$ cat config.mk
export PLATFORM = sky130hd
export DESIGN_NAME = a_lkp_responder_flat
export DESIGN_NICKNAME = d
export VERILOG_FILES = /design/src/rtl/c_module_pkg.sv /design/src/rtl/a_lkp_responder_if.sv /design/src/rtl/a_lkp_req_fifo.sv /design/src/rtl/a_lkp_responder.sv /design/src/flat_wrapper.sv
export SDC_FILE = /design/constraint.sdc
export NUM_CORES = 1
export LEC_CHECK = 0
export BUFFER_PORTS_ARGS = -buffer_cell sky130_fd_sc_hd__buf_2
export CAP_MARGIN = 20
export CORE_ASPECT_RATIO = 0.75
export CORE_MARGIN = 2
export CORE_UTILIZATION = 45
export CTS_CLUSTER_DIAMETER = 200
export DETAILED_ROUTE_END_ITERATION = 10
export GPL_TIMING_DRIVEN = 0
export PLACE_DENSITY = 0.7
export SKIP_LAST_GASP = 1
export SYNTH_ARGS = -nofsm -noshare
export SYNTH_HDL_FRONTEND = slang
export SYNTH_SLANG_ARGS = --single-unit
export TNS_END_PERCENT = 20
$ cat constraint.sdc
create_clock -name clk -period 4.3 [get_ports clk]
set_input_delay 0.215 -clock clk [delete_from_list [all_inputs] [get_ports clk]]
set_output_delay 0.215 -clock clk [all_outputs]
set_load 0.01 [all_outputs]
$ cat src/rtl/c_module_pkg.sv
// Shared widths and types for the C-to-A lookup interface.
package c_module_pkg;
  localparam int LKP_INFO_W = 32;
  localparam int REQ_ID_W   = 8;
  localparam int RSLT_W     = 16;
  localparam int ENTRIES    = 16;

  typedef struct packed {
    logic              hit;
    logic [RSLT_W-2:0] data;
  } lkp_rsp_t;

  typedef struct packed {
    logic [REQ_ID_W-1:0]   id;
    logic [LKP_INFO_W-1:0] key;
  } lkp_req_t;
endpackage

$ cat src/rtl/a_lkp_responder_if.sv
// C-to-A lookup channel: request handshake plus unthrottled response.
interface a_lkp_responder_if;
  import c_module_pkg::*;

  logic                  c2a_lkp_vld;
  logic [LKP_INFO_W-1:0] c2a_lkp_info;
  logic [REQ_ID_W-1:0]   c2a_lkp_req_id;
  logic                  a2c_lkp_rdy;
  logic                  a2c_lkp_rsp_vld;
  logic [REQ_ID_W-1:0]   a2c_lkp_rsp_id;
  logic [RSLT_W-1:0]     a2c_lkp_rslt;

  modport master (
    output c2a_lkp_vld, c2a_lkp_info, c2a_lkp_req_id,
    input  a2c_lkp_rdy, a2c_lkp_rsp_vld, a2c_lkp_rsp_id, a2c_lkp_rslt
  );

  modport slave (
    input  c2a_lkp_vld, c2a_lkp_info, c2a_lkp_req_id,
    output a2c_lkp_rdy, a2c_lkp_rsp_vld, a2c_lkp_rsp_id, a2c_lkp_rslt
  );
endinterface

$ cat src/rtl/a_lkp_req_fifo.sv
// Request FIFO: pops every cycle it holds data into a registered head; ready is
// registered from the next-cycle occupancy so it already reflects push and pop.
module a_lkp_req_fifo #(
  parameter int W     = 40,
  parameter int DEPTH = 8
) (
  input  logic                     clk,
  input  logic                     rst_n,
  input  logic                     push,
  input  logic [W-1:0]             push_data,
  output logic                     rdy,
  output logic                     pop_vld,
  output logic [W-1:0]             pop_data,
  output logic [$clog2(DEPTH):0]   cnt
);
  localparam int AW = $clog2(DEPTH);

  logic [W-1:0]  mem [DEPTH];
  logic [AW-1:0] wr_ptr, rd_ptr;
  logic [AW:0]   cnt_q, cnt_nxt;
  logic          do_push, do_pop;

  assign do_push = push && rdy;
  assign do_pop  = (cnt_q != '0);
  assign cnt_nxt = cnt_q + (AW+1)'(do_push) - (AW+1)'(do_pop);
  assign cnt     = cnt_q;

  always_ff @(posedge clk or negedge rst_n) begin
    if (!rst_n) begin
      wr_ptr  <= '0;
      rd_ptr  <= '0;
      cnt_q   <= '0;
      rdy     <= 1'b0;
      pop_vld <= 1'b0;
    end else begin
      if (do_push) wr_ptr <= wr_ptr + AW'(1);
      if (do_pop)  rd_ptr <= rd_ptr + AW'(1);
      cnt_q   <= cnt_nxt;
      rdy     <= (cnt_nxt != (AW+1)'(DEPTH));
      pop_vld <= do_pop;
    end
  end

  // Storage and head data need no reset; pop_vld qualifies the head.
  always_ff @(posedge clk) begin
    if (do_push) mem[wr_ptr] <= push_data;
    if (do_pop)  pop_data    <= mem[rd_ptr];
  end
endmodule

$ cat src/rtl/a_lkp_responder.sv
// A-side lookup responder: queued requests search a programmable CAM and
// return in-order {hit, data} responses after a fixed pipeline latency.
module a_lkp_responder
  import c_module_pkg::*;
#(
  parameter int ENTRIES    = c_module_pkg::ENTRIES,
  parameter int FIFO_DEPTH = 8,
  parameter int LAT        = 3
) (
  input  logic                          clk,
  input  logic                          rst_n,
  a_lkp_responder_if.slave              lkp,
  input  logic                          cfg_wr_en,
  input  logic [$clog2(ENTRIES)-1:0]    cfg_wr_idx,
  input  logic                          cfg_wr_vld,
  input  logic [LKP_INFO_W-1:0]         cfg_wr_key,
  input  logic [RSLT_W-2:0]             cfg_wr_data,
  output logic [$clog2(FIFO_DEPTH):0]   fifo_cnt
);
  localparam int IW = $clog2(ENTRIES);

  typedef struct packed {
    logic                vld;
    logic [REQ_ID_W-1:0] id;
    logic                hit;
    logic [IW-1:0]       idx;
  } stg_t;

  logic [ENTRIES-1:0]    cam_vld;
  logic [LKP_INFO_W-1:0] cam_key  [ENTRIES];
  logic [RSLT_W-2:0]     cam_data [ENTRIES];

  logic                  head_vld;
  lkp_req_t              head;
  logic                  s0_hit;
  logic [IW-1:0]         s0_idx;
  stg_t                  stg [LAT];
  lkp_rsp_t              rsp_nxt, rsp_q;
  logic                  rsp_vld_q;
  logic [REQ_ID_W-1:0]   rsp_id_q;

  a_lkp_req_fifo #(.W($bits(lkp_req_t)), .DEPTH(FIFO_DEPTH)) u_req_fifo (
    .clk       (clk),
    .rst_n     (rst_n),
    .push      (lkp.c2a_lkp_vld),
    .push_data ({lkp.c2a_lkp_req_id, lkp.c2a_lkp_info}),
    .rdy       (lkp.a2c_lkp_rdy),
    .pop_vld   (head_vld),
    .pop_data  (head),
    .cnt       (fifo_cnt)
  );

  always_ff @(posedge clk or negedge rst_n) begin
    if (!rst_n)         cam_vld <= '0;
    else if (cfg_wr_en) cam_vld[cfg_wr_idx] <= cfg_wr_vld;
  end

  always_ff @(posedge clk) begin
    if (cfg_wr_en) begin
      cam_key[cfg_wr_idx]  <= cfg_wr_key;
      cam_data[cfg_wr_idx] <= cfg_wr_data;
    end
  end

  // Scanning from the top lets the lowest matching index win.
  always_comb begin
    s0_hit = 1'b0;
    s0_idx = '0;
    for (int i = ENTRIES-1; i >= 0; i--) begin
      if (cam_vld[i] && (cam_key[i] == head.key)) begin
        s0_hit = 1'b1;
        s0_idx = IW'(i);
      end
    end
  end

  always_ff @(posedge clk or negedge rst_n) begin
    if (!rst_n) begin
      for (int i = 0; i < LAT; i++) stg[i] <= '0;
    end else begin
      stg[0] <= '{vld: head_vld, id: head.id, hit: s0_hit, idx: s0_idx};
      for (int i = 1; i < LAT; i++) stg[i] <= stg[i-1];
    end
  end

  always_comb begin
    rsp_nxt = '0;
    if (stg[LAT-1].hit) rsp_nxt = '{hit: 1'b1, data: cam_data[stg[LAT-1].idx]};
  end

  always_ff @(posedge clk or negedge rst_n) begin
    if (!rst_n) begin
      rsp_vld_q <= 1'b0;
      rsp_id_q  <= '0;
      rsp_q     <= '0;
    end else begin
      rsp_vld_q <= stg[LAT-1].vld;
      if (stg[LAT-1].vld) begin
        rsp_id_q <= stg[LAT-1].id;
        rsp_q    <= rsp_nxt;
      end
    end
  end

  assign lkp.a2c_lkp_rsp_vld = rsp_vld_q;
  assign lkp.a2c_lkp_rsp_id  = rsp_id_q;
  assign lkp.a2c_lkp_rslt    = rsp_q;
endmodule
$ cat src/flat_wrapper.sv
// flat-port wrapper written by rule: the top's interface ports become plain ports
module a_lkp_responder_flat import c_module_pkg::*;
#(
  parameter int ENTRIES    = c_module_pkg::ENTRIES,
  parameter int FIFO_DEPTH = 8,
  parameter int LAT        = 3
)
  (clk, rst_n, cfg_wr_en, cfg_wr_idx, cfg_wr_vld, cfg_wr_key, cfg_wr_data, fifo_cnt, lkp_c2a_lkp_vld, lkp_c2a_lkp_info, lkp_c2a_lkp_req_id, lkp_a2c_lkp_rdy, lkp_a2c_lkp_rsp_vld, lkp_a2c_lkp_rsp_id, lkp_a2c_lkp_rslt);
  a_lkp_responder_if lkp_i ();
  input  logic clk;
  input  logic rst_n;
  input  logic cfg_wr_en;
  input  logic [$clog2(ENTRIES)-1:0] cfg_wr_idx;
  input  logic cfg_wr_vld;
  input  logic [LKP_INFO_W-1:0] cfg_wr_key;
  input  logic [RSLT_W-2:0] cfg_wr_data;
  output logic [$clog2(FIFO_DEPTH):0] fifo_cnt;
  input wire logic [$bits(lkp_i.c2a_lkp_vld)-1:0] lkp_c2a_lkp_vld;
  input wire logic [$bits(lkp_i.c2a_lkp_info)-1:0] lkp_c2a_lkp_info;
  input wire logic [$bits(lkp_i.c2a_lkp_req_id)-1:0] lkp_c2a_lkp_req_id;
  output wire logic [$bits(lkp_i.a2c_lkp_rdy)-1:0] lkp_a2c_lkp_rdy;
  output wire logic [$bits(lkp_i.a2c_lkp_rsp_vld)-1:0] lkp_a2c_lkp_rsp_vld;
  output wire logic [$bits(lkp_i.a2c_lkp_rsp_id)-1:0] lkp_a2c_lkp_rsp_id;
  output wire logic [$bits(lkp_i.a2c_lkp_rslt)-1:0] lkp_a2c_lkp_rslt;
  assign lkp_i.c2a_lkp_vld = lkp_c2a_lkp_vld;
  assign lkp_i.c2a_lkp_info = lkp_c2a_lkp_info;
  assign lkp_i.c2a_lkp_req_id = lkp_c2a_lkp_req_id;
  assign lkp_a2c_lkp_rdy = lkp_i.a2c_lkp_rdy;
  assign lkp_a2c_lkp_rsp_vld = lkp_i.a2c_lkp_rsp_vld;
  assign lkp_a2c_lkp_rsp_id = lkp_i.a2c_lkp_rsp_id;
  assign lkp_a2c_lkp_rslt = lkp_i.a2c_lkp_rslt;
  a_lkp_responder #(.ENTRIES(ENTRIES), .FIFO_DEPTH(FIFO_DEPTH), .LAT(LAT)) u_core (.clk(clk), .rst_n(rst_n), .lkp(lkp_i), .cfg_wr_en(cfg_wr_en), .cfg_wr_idx(cfg_wr_idx), .cfg_wr_vld(cfg_wr_vld), .cfg_wr_key(cfg_wr_key), .cfg_wr_data(cfg_wr_data), .fifo_cnt(fifo_cnt));
endmodule
## After elaboration in Yosys (flattened, before gate mapping)

Memory sizes are Yosys's and may differ from the RTL's. A register that Yosys moved wholly into a read port is not among the register bits.
Cells that the tools add are included.

| cells by class | value |
|---|---|
| add/subtract/negate cells | 4 |
| order comparisons | 2 |
| eq/ne operators | 17 |
| mux-type cells | 40 |
| reductions and logical operators | 19 |

Operator list:

| cell | count |
|---|---|
| $eq 32x32->1 | 16 |
| $mux 4 | 16 |
| $mux 1 | 21 |
| $logic_and 1x1->1 | 18 |
| $bwmux 16 | 1 |
| $mux 16 | 1 |
| $add 3x1->3 const B | 2 |
| $lt 4x5->1 const B | 1 |
| $add 4x1->4 | 1 |
| $demux 1 s4 | 1 |
| $ge 4x1->1 const B | 1 |
| $ne 4x4->1 const B | 1 |
| $reduce_bool 4->1 | 1 |
| $sub 4x1->4 | 1 |

| word-level totals | value |
|---|---|
| register bits after elaboration | 95 |
| RAM bits | 1072 |
| bits of input ports | 96 |
| output and inout bits | 30 |
| logic and storage cells | 107 |
| memories kept | 3 |

Memories:

| memory | depth | width | rd ports | clocked after memory_dff | wr ports | line | text |
|---|---|---|---|---|---|---|---|
| u_core.cam_key | 16 | 32 | 16 | 0 | 1 | a_lkp_responder.sv:30 | `logic [LKP_INFO_W-1:0] cam_key [ENTRIES];` |
| u_core.u_req_fifo.mem | 8 | 40 | 1 | 1 | 1 | a_lkp_req_fifo.sv:18 | `logic [W-1:0] mem [DEPTH];` |
| u_core.cam_data | 16 | 15 | 1 | 0 | 1 | a_lkp_responder.sv:31 | `logic [RSLT_W-2:0] cam_data [ENTRIES];` |

## Depth between registers and ports, before layout

| logic depth | value |
|---|---|
| depth in word-level cells | 18 |
| gate-level depth with buffers | 11 |
| depth with buffers taken out | 10 |

## By module

From an unflattened synthesis, not the netlist that was laid out.

| second synthesis, totals | value |
|---|---|
| cells, all modules | 2374 |
| area, all modules | 47456.8 sq um |

By module, submodules not included:

| module | times used | cells an instance | area an instance (sq um) |
|---|---|---|---|
| a_lkp_responder | 1 | 1814 | 33315.7 |
| a_lkp_req_fifo | 1 | 560 | 14141.1 |

## Worst setup path before layout

OpenSTA, ideal clock, no wires.

| path | value |
|---|---|
| path type | in2reg |
| start point | in cfg_wr_idx[2] |
| end point | reg u_core.cam_vld[0] |
| setup time | 81 ps |
| arrival | 4588 ps |
| required time | 4219 ps |
| path slack | -369 ps |
| stages | 3 |
| path buffers | 0 |
| cell sequence | or3b_2 -> nor3_1 -> mux2_2 |

| between the ends | value |
|---|---|
| word-level cells in the longest chain between the ends | 5 |

RTL lines:

| item | line | text |
|---|---|---|
| start, declared | flat_wrapper.sv:13 | `input logic [$clog2(ENTRIES)-1:0] cfg_wr_idx;` |
| $lt 4x5->1 (not written as such) / $ge 4x1->1 (equally long branches) | a_lkp_responder.sv:55 | `else if (cfg_wr_en) cam_vld[cfg_wr_idx] <= cfg_wr_vld;` |
| $logic_and 1x1->1 (not written as such) | a_lkp_responder.sv:55 |  |
| $mux 1 (not written as such) | a_lkp_responder.sv:55 |  |
| $demux 1 s4 * | - |  |
| $bwmux 16 * | a_lkp_responder.sv:55 |  |
| end signal, assigned by index | a_lkp_responder.sv:55 |  |
| end, declared | a_lkp_responder.sv:29 | `logic [ENTRIES-1:0] cam_vld;` |

Every way passes the cells marked *; elsewhere a longest branch is shown, timed or not.
A chain may end at the register's enable or synchronous reset.

## Final worst setup path

| path | value |
|---|---|
| start point | reg u_core.u_req_fifo.pop_data[23], read port of u_core.u_req_fifo.mem |
| end point | reg u_core.stg[29] (netlist name) |

| between the ends | value |
|---|---|
| word-level cells in the longest chain between the ends | 18 |

RTL lines:

| item | line | text |
|---|---|---|
| start, declared | a_lkp_req_fifo.sv:13 | `output logic [W-1:0] pop_data,` |
| $eq 32x32->1 | a_lkp_responder.sv:70 | `if (cam_vld[i] && (cam_key[i] == head.key)) begin` |
| $logic_and 1x1->1 | a_lkp_responder.sv:70 |  |
| $mux 4 (15 in series) | a_lkp_responder.sv:70 |  |
| $mux 4 * | a_lkp_responder.sv:70 |  |
| net u_core.s0_idx[1] | a_lkp_responder.sv:36 | `logic [IW-1:0] s0_idx;` |
| end, declared | a_lkp_responder.sv:37 | `stg_t stg [LAT];` |

The timed path passes the listed nets; every way through them passes the cells marked *.

==> flow_metrics.py <==
metrics = {
    "global_route": {
        "met3_usage_pct": 4.46,
        "grt_antenna_before_repair": 9,
        "busiest_layer": "met2",
        "grtUsageMet2_pct": 35.2,
        "use_met1_pct": 32.0,
        "overflow": 0,
        "first_global_vias": 24200,
        "grt_max_degree": 53,
        "grt_pass1_wl_mm": 171,
        "grt_use_total_pct": 22.3,
    },
    "hold_path": {
        "holdCritStartpoint": "cfg_wr_key[23]",
        "min_path_cells": 1,
        "whs_endpoint": "u_core.cam_key[5][23]",
        "hold_path.class": "in2reg",
    },
    "clock_network": {
        "cts_made_buffers": 111,
        "root_buffer": "clkbuf_16",
        "cts.reportedPaths.clkPinSlew_ns": 0.06,
        "cts_tree": "built",
        "htree_levels": 3,
        "clkSinkCount": 1207,
        "insertion_delay_ns": 0.72,
        "cts_setup_buffers": 0,
        "clockBufferDepth": 3,
        "cts_resized": 0,
    },
    "yosys": {
        "synth_edf_count": 1112,
        "synth_area_leaders": "edfxtp_1 (71%), xnor2_1 (7.9%), mux4_2 (7.4%), dfrtp_1 (5.0%), xor2_1 (1.7%)",
        "synth_ff_type": "edfxtp_1",
        "synthCells": 2374,
        "yosys.cell_types.count": 38,
        "ys_async_sr_fraction_pct": 7.87,
        "ys.warnings.count": 0,
        "synth-seq-cells": 1207,
        "synth.most_common_cell": "edfxtp_1",
        "syn_area_sq_um": 47100,
        "yosys.area.top_type_share_pct": 70.9,
        "synth.largest_area_cell": "edfxtp_1",
        "avgSynthCellArea_sq_um": 19.8,
        "synth_common_cells": "edfxtp_1 (1112), xnor2_1 (427), mux4_2 (155)",
        "syn-num-nets": 2478,
        "yosysSeqAreaShare_pct": 76.0,
    },
    "routing": {
        "postRouteAntennaNets": 0,
        "dr_total_vias": 24200,
        "drtIter0Drc": 3397,
        "vias_per_cell": 5.70,
        "routed_wl_mm": 120,
        "drc": 0,
        "wl_per_cell_um": 28.2,
        "firstDrtPassIters": 6,
    },
    "final_layout": {
        "fillers": 7801,
        "drive_gt1_share_pct": 23.8,
        "register_area_sq_um": 35800,
        "syn_to_final_growth_pct": 16.7,
        "post-route-util_pct": 53.1,
        "final_nets": 2850,
        "multi_input_area_sq_um": 10700,
    },
    "die": {
        "io_pins": 126,
        "fp.coreArea_sq_um": 104000,
        "dieHeight_um": 284,
        "die-area_sq_um": 107000,
        "num_rows": 102,
        "start_util_pct": 45.5,
        "fp.dieW_um": 377,
    },
    "power": {
        "ir_worst_vdd_v": 0.000501,
        "leakagePower_uw": 0.0176,
        "p_per_area_nw_per_um2": 588,
        "total_power_uw": 32300,
    },
    "setup_path": {
        "worstPathArrival_ns": 4.17,
        "reg2regPathDepth": 9,
        "cp-startpoint": "u_core.u_req_fifo.pop_data[23]",
        "crit_path_start_kind": "register",
        "required_ns": 4.93,
        "r2r-start": "u_core.u_req_fifo.pop_data[23]",
        "rrSetupSlack_ns": 0.76,
        "end_kind": "register",
        "r2r-end": "u_core.stg[29]",
        "worstPathMaxFanout": 7,
        "criticalPathCategory": "reg2reg",
    },
    "placement": {
        "io_buffers": 125,
        "dpl.hpwl_mm": 74.5,
        "finalWeightedCongestion": 0.854,
        "place_ws_ns": 0.762,
    },
    "sta": {
        "max_freq_mhz": 283,
        "hold_viol": 0,
        "clock_skew_ns": 0.0511,
        "slew_viol_final": 0,
        "tightest_slew_ns": 1.20,
        "relSlewSlack_pct": 19.1,
        "period_needed_ns": 3.54,
        "tns_ns": 0,
        "setup_viol": 0,
        "final.setup.worst_slack_ns": 0.761,
        "rsz0062_at_grt": "false",
        "layout_worst_path_cycle_share_pct": 82.3,
    },
    "job": {
        "maxCapViolations": 0,
    },
    "run_status": {
        "status": "finished, final reports clean",
    },
}
==> cell type report <==
class / instances / area share [%]
Timing Repair Buffer: 259 / 4.26
Inverter: 25 / 0.171
Clock buffer: 136 / 5.32
Multi-Input combinational cell: 1032 / 19.5
Clock inverter: 67 / 1.19
Antenna cell: 6 / 0.0273
Tap cell: 1404 / 3.20
Sequential cell: 1207 / 65.1
Buffer: 110 / 1.23
==> flip-flops by register name, indices dropped and copies added, names as in the netlist, 3 cells and up <==
signal	count
u_core.cam_key	512
u_core.u_req_fifo.mem	320
u_core.cam_data	240
u_core.stg	42
u_core.u_req_fifo.pop_data	40
u_core.cam_vld	16
u_core.lkp.a2c_lkp_rslt	16
u_core.lkp.a2c_lkp_rsp_id	8
u_core.u_req_fifo.cnt	4
u_core.u_req_fifo.rd_ptr	3
u_core.u_req_fifo.wr_ptr	3
==> kinds of logic (layout without fill, tap and decap cells) <==
logic type / count (synthesis) / count (layout) / share of synthesized area (%)
DFF: 1207 / 1207 / 76.0
xor gates and xnor gates: 517 / 517 / 9.63
and+or+nand+nor: 256 / 256 / 3.15
muxes: 222 / 222 / 9.02
buffers and inverters: 135 / 597 / 1.64
AOI/OAI and AO/OA: 29 / 29 / 0.356
adders and majority gates: 8 / 8 / 0.229
other: 0 / 6 / 0
==> worst max-delay path by stage <==
stage / end / cells after the start
3_3_place_gp: u_core.cam_vld[4] / 4
2_1_floorplan: u_core.cam_vld[8] / 3
5_1_grt: u_core.stg[28] / 11
3_5_place_dp: u_core.stg[29] / 11
4_1_cts: u_core.stg[29] / 11
6_report: u_core.stg[29] / 9
==> critical path, cell delays in order, from the launching register on <==
cell and delay, ns:
edfxtp_1 0.31, buf_2 0.37, xnor2_1 0.19, nand4_1 0.20, nor4_1 1.00, nand4_1 0.30
or4_4 0.67, nand2_1 0.10, o211ai_2 0.10, a31oi_1 0.21
==> layer usage <==
metal / vias to the layer above / routed length, um / part of all wire (%)
li1: 9969 / - / -
met1: 12700 / 47400 / 40
met2: 1372 / 56600 / 47
met3: 189 / 12900 / 11
met4: 4 / 2540 / 2.1
met5: - / 19 / 0.016
==> report_power, final <==
| group | switching, uW | internal, uW | total, uW |
|---|---|---|---|
| logic | 4870 | 3440 | 8310 |
| registers | 315 | 14000 | 14300 |
| clock network | 4350 | 5390 | 9740 |
| total | 9530 | 22800 | 32300 |
==> per-stage QoR <==
step / hold slack (ns) / cells / instance area [sq um]
detailed placement: 0.266 / 3961 / 50600
global placement: 0.333 / 3903 / 49500
finish: 0.0445 / 4246 / 54900
global route: 0.00615 / 4246 / 54900
floorplan: -0.0806 / 2374 / 47100
CTS: 0.00363 / 4238 / 54900
==> placed cells by master, fill, tap and decap left out, drive strengths merged, types with 7 or more instances in the layout <==
cell and n:
dlygate4sd3 75, dfrtp 95, xor2 89, edfxtp 1112, o21ai 19, inv 28, mux2 67, xnor2 428
clkbuf 164, nor4 37, nand4 105, nand3 38, nor3 13, buf 266, or4 11, bufinv 9
mux4 155, nor2 23, ha 7, nand2 15, clkinv 51
==> repair_timing <==
item	4_1_cts	5_1_grt
endpoints found under the setup margin	0	0
endpoints found under the hold margin	742	5
hold buffers	74	1
(Power assumes the default switching activity.)
